==> src/rtl/mult_3_writeback_pkg.sv <==
// Shared multiplier definitions: widths, the zero register index and the
// layout of one finished writeback entry.
package mult_3_writeback_pkg;

  localparam int REG_W  = 5;
  localparam int DATA_W = 32;
  localparam int PROD_W = 64;

  localparam logic [REG_W-1:0] REG_ZERO = 5'd0;

  typedef struct packed {
    logic [REG_W-1:0]  regdest;
    logic [DATA_W-1:0] hi;
    logic [DATA_W-1:0] lo;
  } mult_entry_t;

  localparam int ENTRY_W = $bits(mult_entry_t);

endpackage

==> src/rtl/mult_3_writeback_fifo.sv <==
// Result FIFO for the writeback stage. Storage is not reset; only the
// pointers and occupancy count clear, which is enough to discard contents.
module mult_result_fifo
  import mult_3_writeback_pkg::*;
#(
  parameter int DEPTH = 4,
  parameter int CNT_W = 3
) (
  input  logic              clock,
  input  logic              reset,
  input  logic              push_i,
  input  logic              pop_i,
  input  mult_entry_t       wdata_i,
  output mult_entry_t       rdata_o,
  output logic [CNT_W-1:0]  count_o,
  output logic              full_o,
  output logic              empty_o
);

  localparam int PTR_W = $clog2(DEPTH);

  mult_entry_t      mem_q [DEPTH];
  logic [PTR_W-1:0] wr_ptr_q, wr_ptr_d;
  logic [PTR_W-1:0] rd_ptr_q, rd_ptr_d;
  logic [CNT_W-1:0] count_q, count_d;

  // Pointer arithmetic wraps naturally because DEPTH is a power of two.
  always_comb begin
    wr_ptr_d = wr_ptr_q;
    rd_ptr_d = rd_ptr_q;
    count_d  = count_q;
    if (push_i) wr_ptr_d = wr_ptr_q + PTR_W'(1);
    if (pop_i)  rd_ptr_d = rd_ptr_q + PTR_W'(1);
    case ({push_i, pop_i})
      2'b10:   count_d = count_q + CNT_W'(1);
      2'b01:   count_d = count_q - CNT_W'(1);
      default: count_d = count_q;
    endcase
  end

  always_ff @(posedge clock or negedge reset) begin
    if (!reset) begin
      wr_ptr_q <= '0;
      rd_ptr_q <= '0;
      count_q  <= '0;
    end else begin
      wr_ptr_q <= wr_ptr_d;
      rd_ptr_q <= rd_ptr_d;
      count_q  <= count_d;
    end
  end

  always_ff @(posedge clock) begin
    if (push_i) mem_q[wr_ptr_q] <= wdata_i;
  end

  assign rdata_o = mem_q[rd_ptr_q];
  assign count_o = count_q;
  assign full_o  = (count_q == CNT_W'(DEPTH));
  assign empty_o = (count_q == '0);

endmodule

==> src/rtl/mult_3_writeback.sv <==
// Final multiplier stage: sign correction, zero forcing and a small result
// FIFO that absorbs writeback back-pressure with a sticky overflow flag.
module mult_3_writeback
  import mult_3_writeback_pkg::*;
#(
  parameter int DEPTH = 4,
  parameter int CNT_W = 3
) (
  input  logic               clock,
  input  logic               reset,
  input  logic               m2_m3_oper,
  input  logic [PROD_W-1:0]  m2_m3_multres,
  input  logic [REG_W-1:0]   m2_m3_regdest,
  input  logic               m2_m3_ispositive,
  input  logic               m2_m3_iszero,
  input  logic               wb_m3_ready,
  output logic               m3_wb_valid,
  output logic [REG_W-1:0]   m3_wb_regdest,
  output logic [DATA_W-1:0]  m3_wb_lo,
  output logic [DATA_W-1:0]  m3_wb_hi,
  output logic [CNT_W-1:0]   m3_count,
  output logic               m3_overflow
);

  logic [PROD_W-1:0] res;
  mult_entry_t       wr_entry;
  mult_entry_t       head;
  logic              push_req, push_ok, pop;
  logic              full, empty;
  logic              overflow_q, overflow_d;

  always_comb begin
    res = m2_m3_multres;
    if (m2_m3_iszero)          res = '0;
    else if (!m2_m3_ispositive) res = ~m2_m3_multres + PROD_W'(1);
  end

  assign wr_entry.regdest = m2_m3_regdest;
  assign wr_entry.hi      = res[PROD_W-1:DATA_W];
  assign wr_entry.lo      = res[DATA_W-1:0];

  // Writes to r0 are architecturally dead, so they never occupy a slot.
  assign push_req = m2_m3_oper && (m2_m3_regdest != REG_ZERO);
  assign pop      = !empty && wb_m3_ready;
  assign push_ok  = push_req && (!full || pop);

  assign overflow_d = overflow_q || (push_req && full && !pop);

  always_ff @(posedge clock or negedge reset) begin
    if (!reset) overflow_q <= 1'b0;
    else        overflow_q <= overflow_d;
  end

  mult_result_fifo #(
    .DEPTH (DEPTH),
    .CNT_W (CNT_W)
  ) u_fifo (
    .clock   (clock),
    .reset   (reset),
    .push_i  (push_ok),
    .pop_i   (pop),
    .wdata_i (wr_entry),
    .rdata_o (head),
    .count_o (m3_count),
    .full_o  (full),
    .empty_o (empty)
  );

  // Head fields are masked when empty so stale storage never leaks out.
  assign m3_wb_valid   = !empty;
  assign m3_wb_regdest = empty ? REG_ZERO : head.regdest;
  assign m3_wb_lo      = empty ? '0 : head.lo;
  assign m3_wb_hi      = empty ? '0 : head.hi;
  assign m3_overflow   = overflow_q;

endmodule

==> config.mk <==
export PLATFORM = sky130hd
export DESIGN_NAME = mult_3_writeback
export DESIGN_NICKNAME = d
export VERILOG_FILES = /design/src/rtl/mult_3_writeback_pkg.sv /design/src/rtl/mult_3_writeback_fifo.sv /design/src/rtl/mult_3_writeback.sv
export SDC_FILE = /design/constraint.sdc
export NUM_CORES = 1
export LEC_CHECK = 0
export BUFFER_PORTS_ARGS = -buffer_cell sky130_fd_sc_hd__buf_2
export CAP_MARGIN = 20
export CORE_AREA = 5 5 201 203
export CTS_CLUSTER_SIZE = 16
export DETAILED_ROUTE_END_ITERATION = 8
export DIE_AREA = 0 0 206 208
export SLEW_MARGIN = 5
export SYNTH_ARGS = -nofsm -noshare
export SYNTH_HDL_FRONTEND = slang
export SYNTH_SLANG_ARGS = --single-unit
==> constraint.sdc <==
create_clock -name clock -period 8.5 [get_ports clock]
set_input_delay 1.7 -clock clock [delete_from_list [all_inputs] [get_ports clock]]
set_output_delay 1.7 -clock clock [all_outputs]
set_load 0.05 [all_outputs]
==> results.py, run 1 <==
metrics = {
    "pwr": {
        "leakage_nw": 5.15,
        "power_density_nw_per_um2": 359,
        "p_seq_share_pct": 36.3,
        "p_sw_mw": 2.28,
        "sw_frac_of_total_pct": 41.2,
        "intPower_mw": 3.26,
        "p_comb_share_pct": 42.6,
        "p_clk_share_pct": 21.1,
        "power_mw": 5.53,
        "ir_drop_v": 0.000266,
    },
    "synth": {
        "ys_types": 56,
        "ys_ff_latch": 284,
        "syn-num-nets": 961,
        "syn_area_um2": 13200,
        "yosysSeqAreaShare_pct": 64.3,
        "synth_enable_flop_cells": 276,
        "synthCells": 880,
        "avgSynthCellArea_um2": 15.0,
        "synth-main-ff-cell": "edfxtp_1",
        "yosysWarningCount": 0,
        "ys_async_sr_fraction_pct": 2.82,
    },
    "drt": {
        "drt_iter0_drc": 664,
        "wl_per_cell_um": 21.1,
        "wl_mm": 33.1,
        "ant_nets": 0,
        "drc": 0,
        "routed_via_density": 5.15,
        "dr_total_vias": 8096,
        "drt-pass1-iter-count": 8,
    },
    "worst_setup_path": {
        "path_max_fanout": 36,
        "cp_data_required_time_ns": 6.80,
        "critPathKind": "reg -> out",
        "startpoint_type": "flop",
        "cp-end-kind": "output port",
        "critPathArrivalTime_ns": 3.31,
        "rr_worst_depth": 9,
    },
    "grt": {
        "grt_max_degree": 91,
        "antenna_found_initial": 16,
        "grt_pass1_wl_mm": 49.7,
        "grt_pass1_vias": 8000,
        "grt.overflow.total": 0,
        "grt_usage_pct": 15.0,
    },
    "clock_network": {
        "cts_sinks": 284,
        "root_buffer": "clkbuf_16",
        "insertion_delay_ns": 0.55,
        "clockBufferDepth": 3,
        "cts_resized": 0,
        "post_cts_buffers": 0,
        "clkTransAtPathRegs_ns": 0.06,
        "numCtsBuffers": 30,
        "cts_tree": "done",
        "htree_num_levels": 1,
        "cts-hold-fix-buffers": 0,
    },
    "timing": {
        "slew_headroom_pct": 35.3,
        "clock.fmax_ghz": 0.200,
        "rsz0062_at_grt": "false",
        "maxSlewViolCount": 0,
        "period_minus_slack_ns": 5.01,
        "final-hold-violation-count": 0,
        "period_share_pct": 58.9,
        "fin_ws_ns": 3.49,
        "skew_ns": 0.0193,
        "tightest_slew_ns": 0.970,
        "hold_ws_ns": 0.476,
        "setup_tns_ns": 0,
        "setup_viol": 0,
    },
    "die": {
        "initial_core_util_pct": 34.5,
        "die_area_um2": 42800,
        "dieHeight_um": 208,
        "rows": 72,
        "core_um2": 38300,
        "die_w_um": 206,
        "io_pins": 149,
    },
    "layout": {
        "finalNetCount": 1103,
        "final_area_um2": 15400,
        "fill_cells": 3552,
        "instances_no_fill": 1572,
        "fin_util_pct": 40.2,
        "multi_input_area_um2": 4490,
        "syn2layout_area_growth_pct": 16.6,
        "drive_above_1_share_pct": 28.8,
        "register_area_um2": 8490,
    },
    "min_path": {
        "hold_path_class": "reg -> reg",
        "whs_path_depth": 1,
    },
    "placed_design": {
        "placed_cell_area_um2": 14500,
        "dpl.hpwl_mm": 22.2,
        "numPortBuffers": 148,
        "placed_cells": 1508,
        "place_congestion": 0.817,
        "place_ws_ns": 3.96,
    },
    "outcome": {
        "status": "finished, final reports clean",
    },
    "job": {
        "max_cap_viol_count": 0,
    },
}
## cell type report
class	instances	share of cell area, %
clock buffers	41	5.28
multi-input cells	535	29.2
clock inverters	12	0.341
inverters	12	0.293
well taps	518	4.21
diodes	11	0.179
repair buffers	159	5.35
flip-flops and latches	284	55.2
## Yosys cell counts, types with 4 or more instances
master,count,area [µm²]
nand2_1,15,56.3
xor2_1,5,43.8
nor4_1,12,75.1
nand4_1,12,75.1
buf_1,9,33.8
nor2b_1,22,138
xnor2_1,26,228
a21oi_1,22,110
and2_1,73,457
inv_1,12,45.0
or3_1,11,68.8
o21ai_0,25,125
nor3_1,30,150
mux4_2,69,1550
o211ai_1,4,30.0
or4_4,4,45.0
or4_1,10,75.1
ha_1,5,62.6
a41oi_1,6,52.6
mux2_2,15,169
nor2_1,83,312
edfxtp_1,276,8290
nor4b_1,4,35.0
a31oi_1,19,119
dfrtp_1,8,200
nand3_1,18,90.1
clkbuf_1,37,139
## placed cells by master, fill, tap and decap left out, types with 6 or more instances in the layout
| cell type | instances |
|---|---|
| dfrtp_1 | 6 |
| clkbuf_16 | 31 |
| inv_1 | 12 |
| a41oi_1 | 6 |
| nand2_1 | 15 |
| mux4_2 | 69 |
| nor4_1 | 12 |
| mux2_2 | 15 |
| edfxtp_1 | 276 |
| clkbuf_1 | 10 |
| xnor2_1 | 26 |
| nor3_1 | 30 |
| or3_1 | 10 |
| nand3_1 | 18 |
| diode_2 | 11 |
| nor2_1 | 83 |
| clkinv_1 | 8 |
| buf_2 | 148 |
| or4_1 | 10 |
| a21oi_1 | 22 |
| a31oi_1 | 19 |
| and2_1 | 69 |
| nand4_1 | 12 |
| nor2b_1 | 22 |
| buf_4 | 11 |
| o21ai_0 | 25 |
## path summary, 6_finish.rpt
path,from,end,slack (ns)
max,u_fifo.rd_ptr_q[0],m3_wb_hi[11],3.49
min,m3_overflow,m3_overflow,0.48
min reg2reg,m3_overflow,m3_overflow,0.48
max in group asynchronous,reset,u_fifo.rd_ptr_q[0],7.33
max reg2reg,u_fifo.count_o[0],u_fifo.count_o[2],5.42
min in group asynchronous,reset,u_fifo.count_o[1],0.98
## power groups by stage
stage          clock, mW  sequential (mW)  combinational, mW
2_1_floorplan          0             1.97               1.86
3_3_place_gp           0             2.04               2.41
3_5_place_dp           0             2.05               2.41
4_1_cts             1.20             2.02               2.41
5_1_grt             1.25             2.05               2.51
6_report            1.17             2.01               2.36
## critical path: stages (launching register included)
cell,delay (ns)
dfrtp_4,0.90
buf_4,0.71
mux4_2,0.58
and2_1,0.21
buf_2,0.22
## per-layer routing
layer | track usage [%] | vias to the layer above | share of wire [%] | wire length [µm]
met3 | 3.32 | 48 | 6.2 | 2050
met5 | 0 | - | 0.25 | 82
li1 | - | 3745 | - | -
met4 | 4.11 | 12 | 1.8 | 606
met1 | 20.9 | 4082 | 44 | 14500
met2 | 23.8 | 209 | 48 | 15900
## kinds of logic after synthesis
family                   share of synthesized area [%]
adder cells (fa/ha/maj)                          0.625
XOR/XNOR                                          2.06
AO/OA/AOI/OAI                                     4.60
flip-flops                                        64.3
AND/OR/NAND/NOR                                   13.4
buffers and inverters                             1.76
multiplexers                                      13.3
## flip-flops by register name, summed over array words and instances (netlist names)
register and count:
u_fifo.wr_ptr_q 2, u_fifo.count_o 3, u_fifo.rd_ptr_q 2, m3_overflow 1, u_fifo.mem_q 276
Power figures use the tool's default switching activity.
==> run 2, diff against run 1 <==
Settings changed: ABC_AREA set to 1, CORE_AREA 5 5 201 203 to 5 5 203 205, DIE_AREA 0 0 206 208 to 0 0 208 210.
Clock period 8.5 ns to 4.2 ns, I/O delays scaled along.
==> run 2 against run 1 <==
  * Cell area up 2.4%
  * Final cell count up 35%
  * Sequential share of layout area down 1.3 points
  * Synthesized area up 2.3%
  * First-iteration DRC count up 21%
==> results.py, run 2 <==
metrics = {
    "synth": {
        "synthCells": 1433,
        "yosysSeqAreaShare_pct": 62.8,
        "yosys.area.top_type": "edfxtp_1",
        "synth_top_area_share_pct": 61.3,
        "synth_enable_flop_cells": 276,
        "yosysWarningCount": 0,
        "ys_ff_latch": 284,
        "synth-main-ff-cell": "edfxtp_1",
        "ys_async_sr_fraction_pct": 2.82,
        "synthTopCellsByArea": "edfxtp_1 (61%), nor2_1 (13%), o21ai_0 (6.7%)",
        "ys_types": 34,
        "avgSynthCellArea_um2": 9.43,
        "synth.most_common_cell": "nor2_1",
        "syn_area_um2": 13500,
        "syn-num-nets": 1514,
        "synth_common_cells": "nor2_1 (465), edfxtp_1 (276), o21ai_0 (180)",
    },
    "pwr": {
        "power_density_nw_per_um2": 770,
        "power_mw": 12.1,
        "leakage_nw": 5.82,
        "ir_drop_v": 0.000466,
    },
    "grt": {
        "grt_usage_pct": 17.8,
        "antenna_found_initial": 12,
        "grt.overflow.total": 0,
        "grt_pass1_vias": 10157,
        "grt_max_degree": 140,
        "grt_pass1_wl_mm": 60.9,
    },
    "worst_setup_path": {
        "startpoint_type": "flop",
        "critPathArrivalTime_ns": 2.60,
        "path_max_fanout": 43,
        "crit_buf_inv": 3,
        "critPathKind": "reg -> out",
        "crit_chain": "clkinv_2 > buf_4 > o21ai_0 > a21oi_1 > buf_2",
        "cp_slowest_cell": "dfrtp_4",
        "cp-end-kind": "output port",
        "crit_family": "buffers and inverters",
        "cp_data_required_time_ns": 3.36,
        "cp_slowest_stage_delay_ns": 0.49,
    },
    "placed_design": {
        "numPortBuffers": 148,
        "place_ws_ns": 1.27,
        "placed_cells": 2058,
        "place_congestion": 0.951,
        "dpl.hpwl_mm": 27.5,
        "placed_cell_area_um2": 14800,
    },
    "clock_network": {
        "clkTransAtPathRegs_ns": 0.06,
        "post_cts_buffers": 0,
        "cts_sinks": 284,
        "cts-hold-fix-buffers": 0,
        "htree_num_levels": 1,
        "clockBufferDepth": 3,
        "root_buffer": "clkbuf_16",
        "cts_tree": "done",
        "numCtsBuffers": 29,
        "insertion_delay_ns": 0.55,
        "cts_resized": 0,
    },
    "min_path": {
        "hold_path_class": "in -> async",
    },
    "layout": {
        "largest_register_ffs": 276,
        "finalNetCount": 1645,
        "syn2layout_area_growth_pct": 16.7,
        "final_cell_mix": "nor2_1 (461), edfxtp_1 (276), o21ai_0 (180)",
        "multi_input_area_um2": 4550,
        "register_area_um2": 8490,
        "drive_above_1_share_pct": 15.4,
        "fill_cells": 3922,
        "max_flop_register": "u_fifo.mem_q",
        "final_area_um2": 15800,
        "instances_no_fill": 2116,
        "layout_commonest_cell": "nor2_1",
        "fin_util_pct": 40.1,
    },
    "drt": {
        "routed_via_density": 4.96,
        "drt_iter0_drc": 806,
        "ant_nets": 0,
        "wl_per_cell_um": 19.0,
        "drc": 0,
        "dr_total_vias": 10489,
        "wl_mm": 40.1,
        "drt-pass1-iter-count": 5,
    },
    "timing": {
        "slew_headroom_pct": 37.6,
        "rsz0062_at_grt": "false",
        "setup_tns_ns": 0,
        "clock.fmax_ghz": 0.290,
        "period_share_pct": 82.0,
        "tightest_slew_ns": 0.934,
        "period_minus_slack_ns": 3.44,
        "fin_ws_ns": 0.755,
        "setup_viol": 0,
        "skew_ns": 0.00738,
        "maxSlewViolCount": 0,
        "final-hold-violation-count": 0,
        "hold_ws_ns": 0.128,
    },
    "die": {
        "rows": 73,
        "io_pins": 149,
        "die_area_um2": 43700,
        "die_w_um": 208,
        "dieHeight_um": 210,
        "core_um2": 39300,
        "initial_core_util_pct": 34.4,
    },
    "job": {
        "max_cap_viol_count": 0,
    },
    "outcome": {
        "status": "finished, final reports clean",
    },
}
[run 2: where the power goes]
group	total (mW)	leakage [nW]	internal, mW	switching [mW]
clock network	2.48	0.445	1.44	1.05
logic	5.77	2.71	1.25	4.51
registers	3.89	2.66	3.75	0.140
total	12.1	5.82	6.44	5.70
[run 2: final cells by class]
cell class                      count  share of cell area (%)
Antenna cell                        5                  0.0794
Clock buffer                       32                    4.67
Clock inverter                     21                    1.13
Inverter                           55                    1.32
Multi-Input combinational cell   1027                    28.8
Sequential cell                   284                    53.9
Tap cell                          525                    4.17
Timing Repair Buffer              167                    5.92
[run 2: cell families (layout without fill, tap and decap cells)]
family                     count (synthesis)  after routing  synth area share (%)
and+or+nand+nor                          717            717                  21.3
adders and majority gates                  6              6                 0.611
AOI/OAI and AO/OA                        301            301                  11.3
other                                      0              5                     0
xor gates and xnor gates                   3              3                 0.194
DFF                                      284            284                  62.8
buffers and inverters                    122            275                  3.77
[run 2: metal layers]
metal	vias up	track usage, %	routed length (µm)
li1	5137	-	-
met1	4962	24.6	18100
met2	302	28.6	18500
met3	74	3.51	2350
met4	14	5.41	1140
met5	-	0	83
[run 2: path summary, 6_finish.rpt]
kind,start,end,slack [ns],cells after the start
hold reg to reg,m3_overflow,m3_overflow,0.48,1
hold / removal,reset,u_fifo.wr_ptr_q[0],0.13,1
setup / recovery,u_fifo.rd_ptr_q[0],m3_wb_hi[26],0.76,5
max in group asynchronous,reset,u_fifo.rd_ptr_q[0],3.88,1
min in group clock,m3_overflow,m3_overflow,0.48,1
setup reg to reg,u_fifo.count_o[0],u_fifo.mem_q[3][45],1.71,7
==> run 3, diff against run 2 <==
Clock period 4.2 ns to 2.9 ns, I/O delays scaled along.
==> run 3 against run 2 <==
  * Via count is 1.5% higher
  * Non-clock buffer count is 11 higher
  * Cell area is 2.5% higher
  * Clock-buffer cell count is 10 higher
  * Critical path type unchanged
  * Combinational power is 56% higher
  * Largest power group unchanged
  * Sequential power is 46% higher
  * Largest cell class unchanged
  * Clock skew is 0.0046 ns higher
  * Highest routed layer unchanged
==> results.py, run 3 (synthesis gave the netlist of run 2 again) <==
metrics = {
    "clock_network": {
        "htree_num_levels": 1,
        "clkTransAtPathRegs_ns": 0.06,
        "root_buffer": "clkbuf_16",
        "cts_tree": "done",
        "numCtsBuffers": 31,
        "clockBufferDepth": 3,
        "post_cts_buffers": 0,
        "insertion_delay_ns": 0.57,
        "cts_sinks": 284,
    },
    "timing": {
        "setup_viol": 0,
        "slew_headroom_pct": 63.5,
        "tightest_slew_ns": 0.544,
        "hold_ws_ns": 0.242,
        "period_share_pct": 98.5,
        "maxSlewViolCount": 0,
        "rsz0062_at_grt": "true",
        "period_minus_slack_ns": 2.86,
        "skew_ns": 0.0120,
        "final-hold-violation-count": 0,
        "clock.fmax_ghz": 0.350,
    },
    "drt": {
        "routed_via_density": 4.99,
        "wl_mm": 41.7,
        "wl_per_cell_um": 19.5,
        "dr_total_vias": 10647,
        "drt_iter0_drc": 830,
        "ant_nets": 0,
        "drt-pass1-iter-count": 5,
        "drc": 0,
    },
    "layout": {
        "drive_above_1_share_pct": 16.6,
        "multi_input_area_um2": 4580,
        "max_flop_register": "u_fifo.mem_q",
        "final_area_um2": 16200,
        "layout_commonest_cell": "nor2_1",
        "finalNetCount": 1658,
        "register_area_um2": 8500,
        "final_cell_mix": "nor2_1 (461), edfxtp_1 (276), o21ai_0 (179)",
        "fill_cells": 3906,
        "largest_register_ffs": 276,
        "syn2layout_area_growth_pct": 19.6,
    },
    "placed_design": {
        "placed_cell_area_um2": 15000,
        "numPortBuffers": 148,
        "place_congestion": 0.950,
        "dpl.hpwl_mm": 27.9,
    },
    "min_path": {
        "hold_path_class": "in -> reg",
    },
    "grt": {
        "grt.overflow.total": 0,
        "antenna_found_initial": 19,
        "grt_usage_pct": 18.3,
        "grt_max_degree": 91,
        "grt_pass1_wl_mm": 62.8,
        "grt_pass1_vias": 10234,
    },
    "pwr": {
        "power_density_nw_per_um2": 1130,
        "ir_drop_v": 0.000693,
        "leakage_nw": 5.96,
    },
    "die": {
        "dieHeight_um": 210,
        "initial_core_util_pct": 34.4,
        "rows": 73,
        "die_area_um2": 43700,
        "die_w_um": 208,
        "io_pins": 149,
        "core_um2": 39300,
    },
    "worst_setup_path": {
        "cp_data_required_time_ns": 2.32,
        "cp-end-kind": "output port",
        "path_max_fanout": 45,
        "critPathArrivalTime_ns": 2.28,
        "startpoint_type": "flop",
        "critPathKind": "reg -> out",
    },
    "job": {
        "max_cap_viol_count": 0,
    },
    "outcome": {
        "status": "finished, final reports clean",
    },
}
[run 3: stage by stage]
stage	instances	TNS (ns)	worst slack, ns	utilization [%]	power, mW
2_1_floorplan	1433	0	0.0423	-	11.8
3_3_place_gp	2065	0	0.457	38.2	14.2
3_5_place_dp	2065	0	0.408	38.2	14.3
4_1_cts	2124	-0.0362	-0.0153	40.8	18.2
5_1_grt	2131	-0.200	-0.0284	41.1	19.3
6_report	2134	0	0.0432	41.2	18.3
[run 3: critical path, stage by stage (launching register included)]
cell and delay (ns):
dfrtp_4 0.58, inv_6 0.17, buf_16 0.22, o21ai_0 0.12, a21oi_1 0.30, buf_4 0.26
[run 3: routing by layer]
layer / global-route usage [%] / wire [µm] / vias to the layer above / share of wire [%]
met3: 4.41 / 2700 / 83 / 6.5
li1: - / - / 5175 / -
met5: 0 / 154 / - / 0.37
met2: 30.2 / 19600 / 292 / 47
met1: 24.5 / 18200 / 5075 / 44
met4: 4.92 / 993 / 22 / 2.4
[run 3: area by class of cell]
class / count / area share (%)
clock inverters: 15 / 0.488
diodes: 8 / 0.124
well taps: 525 / 4.06
clock buffers: 42 / 5.24
multi-input cells: 1027 / 28.3
repair buffers: 178 / 7.87
flip-flops and latches: 284 / 52.6
inverters: 55 / 1.32
[run 3: path summary, 6_finish.rpt]
| path | from | end | slack, ns | depth (start not counted) |
|---|---|---|---|---|
| min | m2_m3_regdest[0] | u_fifo.mem_q[0][64] | 0.24 | 1 |
| max reg2reg | u_fifo.count_o[0] | u_fifo.mem_q[2][50] | 0.70 | 7 |
| max | u_fifo.rd_ptr_q[0] | m3_wb_lo[21] | 0.04 | 5 |
| max in group asynchronous | reset | u_fifo.rd_ptr_q[0] | 2.30 | 2 |
| min reg2reg | m3_overflow | m3_overflow | 0.50 | 1 |
| min in group asynchronous | reset | u_fifo.wr_ptr_q[0] | 0.40 | 2 |
[run 3: timing repair]
| action | CTS | global route |
|---|---|---|
| cloned | 1 | 2 |
| gates resized for setup | 26 | 32 |
| pin swaps | 0 | 1 |
| endpoints found under the setup margin | 9 | 53 |
| hold buffers | 1 | 0 |
| hold endpoints to repair | 8 | 0 |
[run 3: power by group]
group          switching, mW  internal (mW)  leakage, nW
logic                   6.70           2.29         2.86
clock network           1.57           2.03        0.450
registers              0.235           5.43         2.66
